**src/rtl/adder_slice_seq_ctrl.sv**
```systemverilog
// adder_slice_seq_ctrl: computes a NIB*W-bit sum one W-bit nibble per cycle on a shared slice,
// with per-nibble override by an external approximate slice and a count of differing nibbles.
module adder_slice_seq_ctrl #(
   parameter int NIB = 8,
   parameter int W   = 4,
   localparam int CW = $clog2(NIB + 1),
   localparam int IW = (NIB > 1) ? $clog2(NIB) : 1
) (
   input  logic             clk,
   input  logic             rst,
   input  logic             in_valid,
   output logic             in_ready,
   input  logic [NIB*W-1:0] a,
   input  logic [NIB*W-1:0] b,
   input  logic             cin,
   input  logic [NIB-1:0]   approx_mask,
   output logic             slice_en,
   output logic [W-1:0]     slice_a,
   output logic [W-1:0]     slice_b,
   output logic             slice_cin,
   input  logic [W-1:0]     slice_sum,
   input  logic             slice_cout,
   output logic             out_valid,
   input  logic             out_ready,
   output logic [NIB*W-1:0] sum,
   output logic             cout,
   output logic [CW-1:0]    mismatch_cnt
);
   typedef enum logic [1:0] {IDLE, RUN, DONE} state_t;
   state_t           state, state_nx;
   logic [NIB*W-1:0] a_q, b_q;
   logic [NIB-1:0]   mask_q;
   logic             carry;
   logic [IW-1:0]    idx;
   logic [W:0]       exact, sel;
   logic             last, use_approx;

   always_ff @(posedge clk)
      state <= rst ? IDLE : state_nx;

   always_comb begin
      state_nx   = (state == IDLE && in_valid) ? RUN :
                   (state == RUN && last) ? DONE :
                   (state == DONE && out_ready) ? IDLE : state;
      in_ready   = state == IDLE && !rst;
      slice_en   = state == RUN;
      out_valid  = state == DONE;
      slice_a    = a_q[W*idx +: W];
      slice_b    = b_q[W*idx +: W];
      slice_cin  = carry;
      last       = idx == IW'(NIB - 1);
      use_approx = mask_q[idx];
      exact      = {1'b0, slice_a} + {1'b0, slice_b} + (W+1)'(slice_cin);
      sel        = use_approx ? {slice_cout, slice_sum} : exact;
   end

   // Datapath: latch on accept, then write one selected nibble per RUN cycle
   always_ff @(posedge clk)
      if (rst) begin
         sum          <= '0;
         cout         <= 1'b0;
         mismatch_cnt <= '0;
         idx          <= '0;
         carry        <= 1'b0;
      end else if (state == IDLE && in_valid) begin
         a_q          <= a;
         b_q          <= b;
         mask_q       <= approx_mask;
         carry        <= cin;
         idx          <= '0;
         sum          <= '0;
         cout         <= 1'b0;
         mismatch_cnt <= '0;
      end else if (state == RUN) begin
         sum[W*idx +: W] <= sel[W-1:0];
         carry           <= sel[W];
         if (use_approx && sel != exact) mismatch_cnt <= mismatch_cnt + 1'b1;
         if (last) cout <= sel[W];
         idx <= last ? '0 : idx + 1'b1;
      end
endmodule

```
**config.mk**
```make
export PLATFORM = sky130hd
export DESIGN_NAME = adder_slice_seq_ctrl
export DESIGN_NICKNAME = d
export VERILOG_FILES = /design/src/rtl/adder_slice_seq_ctrl.sv
export SDC_FILE = /design/constraint.sdc
export NUM_CORES = 1
export LEC_CHECK = 0
export ABC_AREA = 1
export CAP_MARGIN = 10
export CORE_MARGIN = 8
export CORE_UTILIZATION = 50
export CTS_CLUSTER_SIZE = 24
export DETAILED_ROUTE_END_ITERATION = 16
export GPL_TIMING_DRIVEN = 0
export HOLD_SLACK_MARGIN = 0.12
export PLACE_DENSITY = 0.91
export SYNTH_ARGS = -nofsm -noshare
export SYNTH_HDL_FRONTEND = slang
export SYNTH_SLANG_ARGS = --single-unit
```
**constraint.sdc**
```tcl
create_clock -name clk -period 12.2 [get_ports clk]
set_input_delay 2.44 -clock clk [delete_from_list [all_inputs] [get_ports clk]]
set_output_delay 2.44 -clock clk [all_outputs]
set_load 0.02 [all_outputs]
```
After elaboration in Yosys (flattened, before gate mapping)
Cells that the tools add are included.
{"block": "totals", "ff_bits": 115, "in_bits": 82, "out_inout_bits": 49, "wordCells": 49}
{"block": "classes", "add_sub_neg": 5, "magnitude_cmp": 1, "eq_ne": 4, "shift": 4, "mux": 10, "bitwise": 1, "n_reduce_logical": 14}
{"op": "32-bit by 6-bit indexed part select with 4-bit output", "count": 2}
{"op": "5-bit negator with 34-bit output", "count": 1}
{"op": "4-bit by 34-bit variable shift with 32-bit output (first input constant)", "count": 1}
{"op": "4-bit by 34-bit indexed part select with 32-bit output", "count": 1}
{"op": "32-bit bitwise mux", "count": 1}
{"op": "2-bit AND reduction", "count": 3}
{"op": "4-bit by 4-bit adder with 5-bit output", "count": 1}
{"op": "5-bit by 1-bit adder with 5-bit output", "count": 1}
{"op": "1-bit logical AND", "count": 5}
{"op": "5-bit two-way mux", "count": 1}
{"op": "5-bit != test", "count": 1}
{"op": "4-bit by 1-bit adder with 4-bit output (second input constant)", "count": 1}
{"op": "3-bit by 4-bit less-than comparator with 1-bit output (second input constant)", "count": 1}
{"op": "1-bit two-way mux", "count": 4}
{"op": "2-bit two-way mux", "count": 2}
{"op": "2-bit nonzero test", "count": 2}
{"op": "3-bit by 1-bit adder with 3-bit output (second input constant)", "count": 1}
{"op": "1-bit binary-select mux with 3-bit select", "count": 1}
{"op": "3-bit == test (second input constant)", "count": 1}
{"op": "3-bit two-way mux", "count": 1}
{"op": "3-bit nonzero test", "count": 1}
{"op": "2-bit by 1-bit == test with 1-bit output (second input constant)", "count": 1}
{"op": "2-bit == test (second input constant)", "count": 1}
{"op": "2-bit logical NOT", "count": 1}
{"op": "3 further kinds", "count": 3}

Logic depth before layout (Yosys ltp)
{"block": "logic_depth", "depth_word": 7, "depth_mapped": 18, "depth_no_buf": 17}

Least setup slack after synthesis
OpenSTA, ideal clock, no wires.
{"block": "synth_timing", "path_type": "input -> register", "start": "input in_valid", "end": "register a_q[0] (enable)", "setup_time_ns": 0.503, "arrival_ns": 5.705, "required_time_ns": 11.697, "slack_ns": 5.992, "cell_stages": 4, "path_buffers": 0, "path_cell_list": "nand2_1 nor2_1 inv_1 nor2_1"}
{"block": "synth_via", "elab_chain_cells": 2}
{"item": "start: declaration", "line_no": "11", "text": "input logic in_valid,"}
{"item": "1-bit logical AND", "line_no": "65", "text": "end else if (state == IDLE && in_valid) begin"}
{"item": "2-bit AND reduction (no line)"}
{"item": "end signal: assignment", "line_no": "66", "text": "a_q <= a;"}
{"item": "end: declaration", "line_no": "31", "text": "logic [NIB*W-1:0] a_q, b_q;"}
No other way between the ends.
A chain may end at the register's enable or synchronous reset.

Worst setup path after layout
{"block": "layout_timing", "start": "input rst", "end": "output in_ready"}
{"block": "layout_via", "elab_chain_cells": 2}
{"item": "start: declaration", "line_no": "10", "text": "input logic rst,"}
{"item": "1-bit logical NOT", "line_no": "45", "text": "in_ready = state == IDLE && !rst;"}
{"item": "1-bit logical AND", "line_no": "45"}
{"item": "end: declaration", "line_no": "12", "text": "output logic in_ready,"}
No other way between the ends.

==> results_dict.tcl <==
set metrics [dict create \
    status "completed" \
    top_post_synthesis_cells_by_area "edfxtp_1 (43%), dfxtp_1 (17%), o21ai_0 (6.5%)" \
    setup_viol_count_final 0 \
    std_cell_rows 36 \
    sw_frac_of_total_pct 26.1 \
    combinationalPowerShare_pct 14.9 \
    via_count_of_the_first_global_routing_pass 4424 \
    num-fill-cells 702 \
    largest_net_degree_at_the_start_of_global_routing 28 \
    cts_hold_buffers 0 \
    post_synth.cell_area_avg_um2 10.3 \
    power.share.clock_pct 44.2 \
    die_height_um 116 \
    placedCellCount 753 \
    vdd_drop_max_uv 144 \
    seq_power_share_pct 40.9 \
    nNetsFinal 734 \
    postCtsSetupBuffers 0 \
    tightestPinTransition_ns 0.658 \
    achievable-frequency_mhz 161 \
    numPortBuffers 130 \
    ios 131 \
    cellLeakagePower_nw 2.61 \
    global_route_wire_length_before_repair_um 22300 \
    power.density_cell_area_nw_per_um2 149 \
    layout-drive-gt1-share_pct 10.1 \
    timing.max_cap.violations 0 \
    drc_errors 0 \
    die_w_um 116 \
    holdCritPathClass "reg -> reg" \
    detailedRoute.firstIterationViolations 404 \
    grt_antenna_before_repair 0 \
    floorplan.core_area_um2 9770 \
    mappedNetlistNets 583 \
    worst_ep_arrival_time_ns 3.78 \
    met2_length_um 7360 \
    clk-insertion-delay-late_ns 0.52 \
    gp_routability_congestion 0.824 \
    cts.root.buffer_cell "clkbuf_8" \
    yosys.cell_types.count 36 \
    clock_skew_ns 0.00800 \
    net-switching-power_uw 277 \
    tritoncts "built" \
    antenna_left 0 \
    required_ns 9.76 \
    rel_slew_slack_pct 55.8 \
    worst-setup-path-type "in -> out" \
    firstDrtPassIters 5 \
    finalWorstSetupSlack_ns 5.98 \
    crit_path_end_kind "output port" \
    setup_total_negative_slack_ns 0 \
    final.period_utilization_pct 51.0 \
    syn_to_final_growth_pct 41.5 \
    vias_per_cell 5.47 \
    synth.ff_latch_count 115 \
    routedWlPerCell_um 18.2 \
    final_cell_count_no_fill 785 \
    setup.worst_path.start_class "primary input" \
    syn-instance-count 488 \
    final_max_slew_viol_count 0 \
    syn_warnings 0 \
    syn_area_um2 5010 \
    critPathLaunch "rst" \
    period_minus_slack_ns 6.22 \
    fp.dieArea_um2 13500 \
    detail_route.wirelength.met1_um 5560 \
    detailedPlacementHpwl_um 10600 \
    cts.repair.resized 0 \
    topRoutingLayerUsed "met4" \
    final_hold_viol_count 0 \
    r2r-start "idx[1]$_SDFFE_PP0P_" \
    rsz_0062_raised_after_global_routing "false" \
    starting_utilization_of_the_core_area_pct 51.3 \
    multi_input_comb_area_um2 1720 \
    routed_wire_length_um 14300 \
    overflow_after_grt 0 \
    worst-path-max-fanout 5 \
    postLayoutCoreUtil_pct 72.6 \
    yosysTopAreaCell "edfxtp_1" \
    min-delay-start "mismatch_cnt[3]$_SDFFE_PP0P_" \
    cts-root-to-sink-buffers 2 \
    detailroute.via_count 4296 \
    placement.setup.worst_slack_ns 5.96 \
    synth_top_cell_area_share_pct 43.1 \
    regArea_um2 3020 \
    cts-buffers-inserted 17 \
    met3RoutedLength_um 1010 \
    grtUsageTotal_pct 21.7 \
    synth.yosys.seq_area_share_pct 60.3 \
    diodes 0 \
    fin_worst_hold_slack_ns 0.517 \
    htree_num_levels 4 \
    internal_power_uw 783 \
    clock_pin_slew_of_the_registers_on_the_worst_case_setup_and_hold_paths_ns 0.06 \
    tritoncts_num_sinks 115 \
]
[power by group through the flow]
stage          Clock [mW]  Combinational (mW)  Sequential [mW]
3_3_place_gp            0               0.148            0.442
5_1_grt             0.488               0.171            0.434
4_1_cts             0.471               0.157            0.433
2_1_floorplan           0              0.0872            0.443
3_5_place_dp            0               0.156            0.441
6_report            0.469               0.158            0.433
[cells in the final DEF (no fill, tap or decap), drive strengths merged, types with 9 or more instances in the layout]
master	n
dfxtp	43
nor3	9
ha	11
inv	46
nand3	25
nand4	14
nor2	64
clkbuf	34
nand2	41
edfxtp	72
a21oi	44
clkdlybuf4s50	130
o21ai	70
[critical path, cell delays in order]
cell and delay (ns):
clkdlybuf4s50_1 0.52, nor3_1 0.19, clkdlybuf4s50_1 0.64
[cells by family (layout without fill, tap and decap cells)]
group	count (synthesis)	count (layout)	synth area share, %
AOI/OAI and AO/OA	135	135	14.7
xor gates and xnor gates	1	1	0.175
adders and majority gates	13	13	3.54
buffers and inverters	66	230	5.61
DFF	115	115	60.3
and+or+nand+nor	158	158	15.7
[layer usage]
metal / track usage, % / up-vias
met5: 0 / -
met1: 24.9 / 2057
met2: 37.5 / 180
li1: - / 2035
met4: 8.73 / 0
met3: 6.10 / 24
[cell usage after synthesis, drive strengths merged]
cell type / count
a211oi: 3
a21oi: 44
a31oi: 3
buf: 5
clkbuf: 15
clkinv: 1
dfxtp: 43
edfxtp: 72
fa: 2
ha: 11
inv: 45
nand2: 41
nand3: 25
nand3b: 2
nand4: 14
nor2: 64
nor3: 9
nor4: 3
o211ai: 5
o21ai: 70
o21bai: 2
o22ai: 8
xor2: 1
[state kept, by name, summed over array words and instances, names as in the netlist]
register	cells
cout	1
slice_cin	1
b_q	32
mask_q	8
mismatch_cnt	4
state	2
sum	32
idx	3
a_q	32
[area by class of cell]
| type | instances | area share (%) |
|---|---|---|
| sequential | 115 | 42.6 |
| multi-input combinational | 307 | 24.2 |
| timing repair buffer | 132 | 19.0 |
| clock buffer | 19 | 5.94 |
| inverter | 46 | 2.43 |
| tap | 133 | 2.35 |
| clock inverter | 13 | 1.92 |
| buffer | 20 | 1.53 |
[per-stage QoR]
step | instance area, µm² | total power, mW
final | 7100 | 1.06
after global routing | 7100 | 1.09
after CTS | 7100 | 1.06
after detailed placement | 6540 | 0.597
after global placement | 6480 | 0.590
after floorplan | 5010 | 0.530
[worst paths after layout]
path,end,slack (ns),cells after the start
max,in_ready,5.98,3
min,mismatch_cnt[3]$_SDFFE_PP0P_,0.52,2
max reg2reg,mismatch_cnt[0]$_SDFFE_PP0P_,8.48,16
min reg2reg,mismatch_cnt[3]$_SDFFE_PP0P_,0.52,2
Power figures use the tool's default switching activity.
